$ cat src/rtl/de_pipe_pkg.sv
// Shared definitions for the decode->execute pipeline register.
// Control word layout: [8] wre, [7] load, [6] mem_we, [5:4] wb_sel, [3:0] alu_op.
package de_pipe_pkg;

   localparam int unsigned CTRL_W_MIN     = 9;
   localparam int unsigned CTRL_WRE_BIT   = 8;
   localparam int unsigned CTRL_LOAD_BIT  = 7;
   localparam int unsigned CTRL_MEMWE_BIT = 6;
   localparam int unsigned CTRL_WBSEL_LSB = 4;
   localparam int unsigned CTRL_ALUOP_LSB = 0;

   localparam int unsigned DE_DATA_W = 16;
   localparam int unsigned DE_REG_AW = 4;

   // One decode->execute entry at the core's native widths.
   typedef struct packed {
      logic [CTRL_W_MIN-1:0] ctrl;
      logic [DE_DATA_W-1:0]  srcA;
      logic [DE_DATA_W-1:0]  srcB;
      logic [DE_REG_AW-1:0]  rs1;
      logic [DE_REG_AW-1:0]  rs2;
      logic [DE_REG_AW-1:0]  rd;
   } de_entry_t;

endpackage

$ cat src/rtl/pipe_skid_buf.sv
// Generic two-entry skid buffer: a main entry that drives the output and a
// skid entry that absorbs one extra beat, so in_ready_o comes from a flop.
// State is {main_valid, skid_valid}; flush empties both at the next edge.
module pipe_skid_buf #(
   parameter int unsigned W = 8
) (
   input  logic         clk,
   input  logic         rst,
   input  logic         flush_i,
   input  logic         in_valid_i,
   output logic         in_ready_o,
   input  logic [W-1:0] in_data_i,
   output logic         out_valid_o,
   input  logic         out_ready_i,
   output logic [W-1:0] out_data_o
);

   localparam logic [1:0] ST_EMPTY = 2'b00;
   localparam logic [1:0] ST_ONE   = 2'b10;
   localparam logic [1:0] ST_FULL  = 2'b11;

   logic         main_valid_q, main_valid_d;
   logic         skid_valid_q, skid_valid_d;
   logic [W-1:0] main_data_q,  main_data_d;
   logic [W-1:0] skid_data_q,  skid_data_d;
   logic         in_ready_q;
   logic         accept, consume;
   logic [1:0]   state;

   assign state   = {main_valid_q, skid_valid_q};
   assign accept  = in_valid_i && in_ready_q;
   assign consume = main_valid_q && out_ready_i;

   // Next-state for the two entries; skid always drains into main before new data.
   always_comb begin
      main_valid_d = main_valid_q;
      skid_valid_d = skid_valid_q;
      main_data_d  = main_data_q;
      skid_data_d  = skid_data_q;
      case (state)
         ST_EMPTY: begin
            if (accept) begin
               main_valid_d = 1'b1;
               main_data_d  = in_data_i;
            end
         end
         ST_ONE: begin
            if (consume) begin
               if (accept) main_data_d  = in_data_i;
               else        main_valid_d = 1'b0;
            end else if (accept) begin
               skid_valid_d = 1'b1;
               skid_data_d  = in_data_i;
            end
         end
         ST_FULL: begin
            if (consume) begin
               main_data_d  = skid_data_q;
               skid_valid_d = 1'b0;
            end
         end
         default: begin
            main_valid_d = 1'b0;
            skid_valid_d = 1'b0;
         end
      endcase
      if (flush_i) begin
         main_valid_d = 1'b0;
         skid_valid_d = 1'b0;
      end
   end

   // Entry registers and the registered ready, all cleared asynchronously.
   always_ff @(posedge clk or posedge rst) begin
      if (rst) begin
         main_valid_q <= 1'b0;
         skid_valid_q <= 1'b0;
         main_data_q  <= '0;
         skid_data_q  <= '0;
         in_ready_q   <= 1'b1;
      end else begin
         main_valid_q <= main_valid_d;
         skid_valid_q <= skid_valid_d;
         main_data_q  <= main_data_d;
         skid_data_q  <= skid_data_d;
         in_ready_q   <= !skid_valid_d;
      end
   end

   assign in_ready_o  = in_ready_q;
   assign out_valid_o = main_valid_q;
   assign out_data_o  = main_data_q;

endmodule

$ cat src/rtl/de_stage_pipe_reg.sv
// Decode->execute pipeline register with valid/ready handshake, 2-entry skid
// buffer, synchronous flush and bubble gating of control fields.
// Optional: DE_STAGE_LOAD_USE_DETECT_EN enables the load-use hazard compare.
module de_stage_pipe_reg
   import de_pipe_pkg::*;
#(
   parameter int unsigned DATA_W = 16,
   parameter int unsigned REG_AW = 4,
   parameter int unsigned CTRL_W = 9
) (
   input  logic              clk,
   input  logic              reset,
   input  logic              flush,
   input  logic              in_valid,
   output logic              in_ready,
   input  logic [CTRL_W-1:0] ctrl_in,
   input  logic [DATA_W-1:0] srcA_in,
   input  logic [DATA_W-1:0] srcB_in,
   input  logic [REG_AW-1:0] rs1_in,
   input  logic [REG_AW-1:0] rs2_in,
   input  logic [REG_AW-1:0] rd_in,
   output logic              out_valid,
   input  logic              out_ready,
   output logic              wre_out,
   output logic              mem_we_out,
   output logic [1:0]        wb_sel_out,
   output logic [3:0]        alu_op_out,
   output logic              load_out,
   output logic [DATA_W-1:0] srcA_out,
   output logic [DATA_W-1:0] srcB_out,
   output logic [REG_AW-1:0] rs1_out,
   output logic [REG_AW-1:0] rs2_out,
   output logic [REG_AW-1:0] rd_out,
   output logic              load_use_stall
);

   localparam int unsigned PAY_W = CTRL_W + 2 * DATA_W + 3 * REG_AW;

   generate
      if (CTRL_W < CTRL_W_MIN) begin : g_ctrl_w_check
         $error("de_stage_pipe_reg: CTRL_W must be at least 9");
      end
   endgenerate

   logic [PAY_W-1:0]  in_pay, out_pay;
   logic [CTRL_W-1:0] main_ctrl;

   assign in_pay = {ctrl_in, srcA_in, srcB_in, rs1_in, rs2_in, rd_in};

   pipe_skid_buf #(
      .W (PAY_W)
   ) u_skid (
      .clk         (clk),
      .rst         (reset),
      .flush_i     (flush),
      .in_valid_i  (in_valid),
      .in_ready_o  (in_ready),
      .in_data_i   (in_pay),
      .out_valid_o (out_valid),
      .out_ready_i (out_ready),
      .out_data_o  (out_pay)
   );

   assign {main_ctrl, srcA_out, srcB_out, rs1_out, rs2_out, rd_out} = out_pay;

   // Control fields are forced to zero whenever the stage holds a bubble.
   always_comb begin
      wre_out    = 1'b0;
      load_out   = 1'b0;
      mem_we_out = 1'b0;
      wb_sel_out = '0;
      alu_op_out = '0;
      if (out_valid) begin
         wre_out    = main_ctrl[CTRL_WRE_BIT];
         load_out   = main_ctrl[CTRL_LOAD_BIT];
         mem_we_out = main_ctrl[CTRL_MEMWE_BIT];
         wb_sel_out = main_ctrl[CTRL_WBSEL_LSB +: 2];
         alu_op_out = main_ctrl[CTRL_ALUOP_LSB +: 4];
      end
   end

`ifdef DE_STAGE_LOAD_USE_DETECT_EN
   // Load in execute whose destination feeds the instruction now in decode.
   assign load_use_stall = out_valid && load_out && (rd_out != '0) && in_valid &&
                           ((rd_out == rs1_in) || (rd_out == rs2_in));
`else
   assign load_use_stall = 1'b0;
`endif

endmodule

$ cat config.mk
export PLATFORM = sky130hd
export DESIGN_NAME = de_stage_pipe_reg
export DESIGN_NICKNAME = d
export VERILOG_FILES = /design/src/rtl/de_pipe_pkg.sv /design/src/rtl/pipe_skid_buf.sv /design/src/rtl/de_stage_pipe_reg.sv
export SDC_FILE = /design/constraint.sdc
export NUM_CORES = 1
export LEC_CHECK = 0
export CORE_ASPECT_RATIO = 1.1
export CORE_MARGIN = 5
export CORE_UTILIZATION = 49
export CTS_BUF_LIST = sky130_fd_sc_hd__clkbuf_8
export DETAILED_ROUTE_END_ITERATION = 16
export PLACE_DENSITY_LB_ADDON = 0.2
export SLEW_MARGIN = 10
export SYNTH_ARGS = -nofsm -noshare
export SYNTH_HDL_FRONTEND = slang
export SYNTH_HIERARCHICAL = 1
export SYNTH_SLANG_ARGS = --single-unit
export TNS_END_PERCENT = 10
$ cat constraint.sdc
create_clock -name clk -period 4.6 [get_ports clk]
set_input_delay 0.69 -clock clk [delete_from_list [all_inputs] [get_ports clk]]
set_output_delay 0.69 -clock clk [all_outputs]
set_load 0.1 [all_outputs]
==> results of run 1 <==
==> registers in the layout, indices dropped and copies added (netlist names) <==
name	cells
u_skid/in_ready_o	1
u_skid/skid_data_q	53
u_skid/out_valid_o	1
u_skid/out_data_o	53
u_skid/skid_valid_q	1
==> cells in the mapped netlist (all sizes together) <==
master    n  area share (%)
nand2     1            0.13
a21oi     2            0.21
nor2b     1            0.18
o21ai     1            0.10
nor2      1            0.13
buf      11             2.4
nand3b    1            0.15
or3       1            0.13
and2      9             1.2
dfstp     1            0.54
dfrtp   108              56
conb      1           0.077
clkbuf    5             1.4
nand2b    1            0.13
a211oi    1            0.41
inv       3            0.23
mux2    159              37
==> per-layer routing <==
metal / routed length, um / vias to the layer above / track usage (%)
li1: - / 1313 / -
met1: 4270 / 1441 / 22.3
met2: 4460 / 78 / 26.0
met3: 554 / 9 / 4.34
met4: 125 / 0 / 5.37
met5: 0 / - / 0
==> cells by family (layout without fill, tap and decap cells) <==
kind of cell    after synthesis  count (layout)  share of synthesized area [%]
compound gates                4               4                          0.722
buf+inv                      19             136                           4.05
flops                       109             109                           56.2
mux                         159             159                           36.9
other cells                   1               1                         0.0773
simple gates                 15              15                           2.01
==> power by group <==
group | total, mW | switching [mW] | internal [mW] | leakage [nW]
Clock | 0.546 | 0.301 | 0.244 | 0.0960
Combinational | 0.988 | 0.650 | 0.337 | 1.17
Sequential | 1.25 | 0.0962 | 1.15 | 1.29
==> worst paths after layout <==
kind                       slack [ns]              startpoint                endpoint  cells after the start
max                              1.52      u_skid/out_valid_o           alu_op_out[0]                      2
min                              0.51  u_skid/skid_data_q[52]  u_skid/skid_data_q[52]                      1
max reg2reg                      2.25      u_skid/out_valid_o   u_skid/out_data_o[43]                      4
min reg2reg                      0.51  u_skid/skid_data_q[52]  u_skid/skid_data_q[52]                      1
max in group asynchronous        2.98                   reset  u_skid/skid_data_q[27]                      3
min in group asynchronous        0.74                   reset   u_skid/skid_data_q[9]                      2
==> layout by cell type, fill, tap and decap left out, drive strengths merged, types with 2 or more instances in the layout <==
cell and instances:
clkinv 3, inv 4, mux2 159, clkbuf 9, dfrtp 108, clkdlybuf4s50 112
buf 6, a21oi 2, and2 9
==> area by class of cell <==
| type | count | area, um^2 |
|---|---|---|
| Timing Repair Buffer | 118 | 1170 |
| Clock buffer | 9 | 124 |
| Inverter | 3 | 13.8 |
| Sequential cell | 109 | 2730 |
| Clock inverter | 6 | 56.3 |
| Multi-Input combinational cell | 179 | 1930 |
| Tap cell | 120 | 150 |
| Fill cell | 761 | 3620 |
==> metrics by stage <==
step,setup slack (ns),cell area (um^2),power [mW],utilization (%)
6_report,1.52,6170,2.78,63.0
3_3_place_gp,1.92,5990,2.24,61.2
4_1_cts,1.48,6170,2.82,63.0
2_1_floorplan,1.04,4850,2.01,-
3_5_place_dp,1.89,5990,2.27,61.2
5_1_grt,1.40,6170,2.92,63.0
==> flow_summary.ini, run 1 <==
[status]
status = finished, final reports clean

[yosys]
yosys_warnings = 6
ys_seq_elements = 109
postSynthAreaPerCell_um2 = 15.8
synth_area_mm2 = 0.00485
yosysSeqAreaShare_pct = 56.2
synthCells = 307
synth_cell_type_count = 18
synth.net_count = 365

[drt]
viasPerCell = 5.22
vias = 2841
dr.pass1.iters = 4
wl_um = 9410
wire_per_inst_um = 17.3
ant_nets = 0
drc_errors = 0
drt_iter0_markers = 77

[placement]
gp_congestion = 0.749
io_buffer_count = 112
place_hpwl_um = 6370
placedCellCount = 529

[timing]
fin_setup_tns_ns = 0
final.period_utilization_pct = 66.9
tightest_slew_ns = 1.02
rsz0062_at_grt = false
max_slew_margin_pct = 32.1
finClkSkew_ns = 0.00827
slew_violations = 0
min_period_ns = 3.08
hold_viol = 0
holdWs_ns = 0.510
setup_viol_count_final = 0
fmax_ghz = 0.325

[clock_tree]
cts_buffer_depth = 2
numCtsBuffers = 9
cts_num_sinks = 109
htree_levels = 3
post_cts_buffers = 0
cts_tree = done
cts-root-buf = clkbuf_8
path_clk_slew_ns = 0.09
hold_buffers = 0
insertion_delay_ns = 0.36
ctsResizeCount = 0

[worst_setup_path]
critPathCaptureType = primary output
path_cells = and2_1, clkdlybuf4s50_1
cp_max_fo = 15
critPathRequiredTime_ns = 3.91
path_class = reg2out
slowest_stage = clkdlybuf4s50_1
path_buf_inv = 1
start_kind = register
crit_family = buffers and inverters
max_stage_delay_ns = 1.14
worstPathArrival_ns = 2.39

[floorplan]
core-area_mm2 = 0.00979
fp.dieW_um = 105
rows = 38
initial_utilization_pct = 49.5
boundaryPins = 114
fp.dieArea_mm2 = 0.0120
die_y_um = 114

[global_route]
grt_overflow = 0
grt_first_pass_wirelength_um = 15800
grt_usage_pct = 16.5
grt_pass1_vias = 3092
antenna_found_initial = 0
grt_max_degree = 54

[final_layout]
diodes = 0
fin_nets = 478
stdcell_count = 544
syn2layout_area_growth_pct = 27.2
layout-drive-gt1-share_pct = 43.6

[power]
p_per_area_mw_per_mm2 = 451
leakagePower_nw = 2.56
vdd_drop_max_v = 0.000233

[hold_path]
hold_path_class = reg2reg

[flow_run]
drv_cap = 0
Power figures use the tool's default switching activity.
==> run 2: changes to the inputs <==
--- a/config.mk
+++ b/config.mk
@@ -7,7 +7,7 @@
 export LEC_CHECK = 0
 export CORE_ASPECT_RATIO = 1.1
 export CORE_MARGIN = 5
-export CORE_UTILIZATION = 49
+export CORE_UTILIZATION = 47
 export CTS_BUF_LIST = sky130_fd_sc_hd__clkbuf_8
 export DETAILED_ROUTE_END_ITERATION = 16
 export PLACE_DENSITY_LB_ADDON = 0.2
==> constraint.sdc (replaced) <==
create_clock -name clk -period 2.6 [get_ports clk]
set_input_delay 0.39 -clock clk [delete_from_list [all_inputs] [get_ports clk]]
set_output_delay 0.39 -clock clk [all_outputs]
set_load 0.1 [all_outputs]
==> flow_summary.ini, run 2 (synthesis gave the netlist of run 1 again) <==
[status]
status = finished, final reports clean

[clock_tree]
cts_tree = done
cts_buffer_depth = 2
ctsResizeCount = 0
insertion_delay_ns = 0.36
post_cts_buffers = 0
cts-root-buf = clkbuf_8
cts_num_sinks = 109
numCtsBuffers = 9
htree_levels = 3
path_clk_slew_ns = 0.10
hold_buffers = 0

[floorplan]
rows = 39
initial_utilization_pct = 47.4
fp.dieW_um = 107
fp.dieArea_mm2 = 0.0125
boundaryPins = 114
die_y_um = 117
core-area_mm2 = 0.0102

[placement]
pre_cts_slack_ns = 0.437
placed_cell_area_mm2 = 0.00590
gp_congestion = 0.714
io_buffer_count = 112
place_hpwl_um = 6270

[worst_setup_path]
critPathRequiredTime_ns = 2.21
path_class = reg2out
r2r_slack_ns = 0.72
critPathCaptureType = primary output
crit_start = u_skid/out_valid_o
cp_max_fo = 15
rr_startpoint = u_skid/out_valid_o
worstPathArrival_ns = 1.54
start_kind = register

[power]
p_per_area_mw_per_mm2 = 813
leakagePower_nw = 2.64
totalPowerFinal_mw = 4.97
vdd_drop_max_v = 0.000444

[timing]
holdWs_ns = 0.507
hold_viol = 0
fin_ws_ns = 0.666
fmax_ghz = 0.517
tightest_slew_ns = 0.579
max_slew_margin_pct = 61.4
fin_setup_tns_ns = 0
finClkSkew_ns = 0.00839
min_period_ns = 1.93
slew_violations = 0
final.period_utilization_pct = 74.4
setup_viol_count_final = 0
rsz0062_at_grt = false

[final_layout]
n_fill_cell = 845
multi_input_area_mm2 = 0.00193
diodes = 0
layout-drive-gt1-share_pct = 57.1
final_common_cell = mux2_2
fin_area_mm2 = 0.00611
seqCellArea_mm2 = 0.00273
fin_nets = 480
syn2layout_area_growth_pct = 25.9
final_cell_mix = 159 x mux2_2, 108 x dfrtp_1, 61 x buf_4

[global_route]
grt_pass1_vias = 3165
grt_max_degree = 110
antenna_found_initial = 0
grt_first_pass_wirelength_um = 15800
grt_usage_pct = 15.9
grt_overflow = 0

[drt]
viasPerCell = 5.15
wl_met3_um = 498
wl_um = 9320
highest_layer = met4
wire_per_inst_um = 16.9
wl_met2_um = 4520
drc_errors = 0
vias = 2833
dr.pass1.iters = 2
ant_nets = 0
drt_iter0_markers = 65
wl_met1_um = 4120

[hold_path]
hold_start = u_skid/out_data_o[45]
hold_path_class = reg2reg

[flow_run]
drv_cap = 0
## run 2: worst max-delay path: stages (launching register included)
cell and delay, ns:
dfrtp_1 0.67, and2_1 0.22, buf_4 0.29
## run 2: through the flow
| step | instances | utilization [%] |
|---|---|---|
| after detailed placement | 534 | 57.6 |
| after CTS | 550 | 59.6 |
| after global placement | 534 | 57.6 |
| final | 550 | 59.6 |
| after floorplan | 307 | - |
| after global routing | 550 | 59.6 |
## run 2: cell type report
cell class | instances | area share [%]
timing repair buffer | 120 | 17.5
multi-input combinational | 179 | 31.6
clock buffer | 12 | 2.70
tap | 123 | 2.52
inverter | 3 | 0.246
clock inverter | 4 | 0.737
sequential | 109 | 44.7
## run 2: worst paths after layout
kind	endpoint	cells after the start
max in group asynchronous	u_skid/out_data_o[36]	3
hold / removal	u_skid/out_data_o[45]	1
setup / recovery	wb_sel_out[1]	2
setup reg to reg	u_skid/skid_data_q[4]	4
min in group asynchronous	u_skid/out_data_o[2]	3
hold reg to reg	u_skid/out_data_o[45]	1
## run 2: power by group
part / switching [mW] / internal [mW]
Sequential: 0.171 / 2.04
Clock: 0.533 / 0.520
Combinational: 1.15 / 0.558
## run 2: metal layers
| layer | track usage (%) | up-vias |
|---|---|---|
| met3 | 3.54 | 12 |
| met5 | 0 | - |
| met2 | 26.0 | 71 |
| li1 | - | 1313 |
| met4 | 6.65 | 0 |
| met1 | 20.7 | 1437 |
==> run 3: changes to the inputs <==
==> constraint.sdc (replaced) <==
create_clock -name clk -period 1.66 [get_ports clk]
set_input_delay 0.249 -clock clk [delete_from_list [all_inputs] [get_ports clk]]
set_output_delay 0.249 -clock clk [all_outputs]
set_load 0.1 [all_outputs]
==> flow_summary.ini, run 3 (synthesis gave the netlist of run 1 again) <==
[status]
status = finished, final reports clean

[power]
p_sw_share_pct = 35.8
p_seq_share_pct = 41.5
leakagePower_nw = 3.04
clkPwrFrac_pct = 20.0
internal-power_mw = 5.52
vdd_drop_max_v = 0.000710
p_per_area_mw_per_mm2 = 1200
totalPowerFinal_mw = 8.59
combPwrFrac_pct = 38.5
switchingPower_mw = 3.07

[clock_tree]
path_clk_slew_ns = 0.10
cts_tree = done
htree_levels = 3
numCtsBuffers = 9
insertion_delay_ns = 0.36
hold_buffers = 0
cts-root-buf = clkbuf_8
cts_num_sinks = 109
cts_buffer_depth = 2

[drt]
dr.pass1.iters = 4
viasPerCell = 5.16
drt_iter0_markers = 74
wire_per_inst_um = 18.7
ant_nets = 0
wl_um = 10600
drc_errors = 0
vias = 2912

[final_layout]
fin_nets = 496
postLayoutCoreUtil_pct = 69.9
final_common_cell = mux2_2
stdcell_count = 564
final_cell_mix = 157 x mux2_2, 106 x dfrtp_1, 63 x buf_12
syn2layout_area_growth_pct = 47.5
layout-drive-gt1-share_pct = 59.4
fin_area_mm2 = 0.00716
diodes = 0

[worst_setup_path]
reg2reg_depth = 5
path_class = reg2reg
path_cells = nor2b_4, a211oi_4, buf_12, clkbuf_16, mux2_2
r2r_slack_ns = 0.002
critPathRequiredTime_ns = 1.91
worstPathArrival_ns = 1.90
slowest_stage = dfrtp_2
cp_max_fo = 8
max_stage_delay_ns = 0.45
critPathCaptureType = register
start_kind = register

[global_route]
grt_pass1_vias = 3292
grt_overflow = 0
grt_first_pass_wirelength_um = 16600
grt_usage_pct = 17.0
grt_max_degree = 58
antenna_found_initial = 0

[placement]
placed_cell_area_mm2 = 0.00669
placedCellCount = 539
pre_cts_slack_ns = -0.266
io_buffer_count = 112
place_hpwl_um = 6910
gp_congestion = 0.740

[timing]
slew_violations = 0
fin_setup_tns_ns = 0
fin_ws_ns = 0.00179
holdWs_ns = 0.356
fmax_ghz = 0.603
setup_viol_count_final = 0
final.period_utilization_pct = 99.9
finClkSkew_ns = 0.0102
rsz0062_at_grt = true
hold_viol = 0
min_period_ns = 1.66

[floorplan]
fp.dieArea_mm2 = 0.0125
core-area_mm2 = 0.0102
rows = 39
fp.dieW_um = 107
die_y_um = 117
initial_utilization_pct = 47.4
boundaryPins = 114

[flow_run]
drv_cap = 0

[hold_path]
hold_path_class = in2async
==> run 3: final timing paths <==
check | endpoint | startpoint
setup / recovery | u_skid/out_data_o[48] | u_skid/skid_valid_q
hold / removal | u_skid/skid_data_q[15] | reset
setup reg to reg | u_skid/out_data_o[48] | u_skid/skid_valid_q
hold reg to reg | u_skid/skid_data_q[27] | u_skid/skid_data_q[27]
max in group asynchronous | u_skid/in_ready_o | reset
min in group clk | u_skid/out_valid_o | flush
==> run 3: area by class of cell <==
type / count / area [um^2]
Fill cell: 712 / 3090
Clock buffer: 10 / 138
Inverter: 3 / 15.0
Timing Repair Buffer: 136 / 2100
Sequential cell: 109 / 2730
Multi-Input combinational cell: 179 / 1950
Tap cell: 123 / 154
Clock inverter: 4 / 73.8
==> run 3: routing by layer <==
layer / up-vias / share of wire (%) / track usage [%]
li1: 1347 / - / -
met1: 1475 / 46 / 22.1
met2: 78 / 48 / 28.1
met3: 12 / 4.5 / 4.92
met4: 0 / 1.2 / 4.35
met5: - / 0 / 0
==> run 3: critical path: cells and delay by family (launching register included) <==
kind / cells / cell delay [ns]
flops: 1 / 0.45
buf+inv: 2 / 0.37
mux: 1 / 0.33
compound gates: 1 / 0.25
simple gates: 1 / 0.15
==> run 3: what timing repair did <==
item | CTS | global route
endpoints found under the hold margin | 0 | 0
gates cloned | 0 | 8
pin swaps | 0 | 2
setup buffers | 1 | 2
setup endpoints to repair | 62 | 75
resized for setup | 2 | 9
==> run 3: power groups by stage <==
| stage | registers [mW] | logic [mW] | clock network (mW) |
|---|---|---|---|
| 2_1_floorplan | 4.70 | 0.864 | 0 |
| 3_3_place_gp | 3.59 | 3.17 | 0 |
| 3_5_place_dp | 3.62 | 3.22 | 0 |
| 4_1_cts | 3.57 | 3.23 | 1.78 |
| 5_1_grt | 3.64 | 3.44 | 1.88 |
| 6_report | 3.56 | 3.31 | 1.72 |
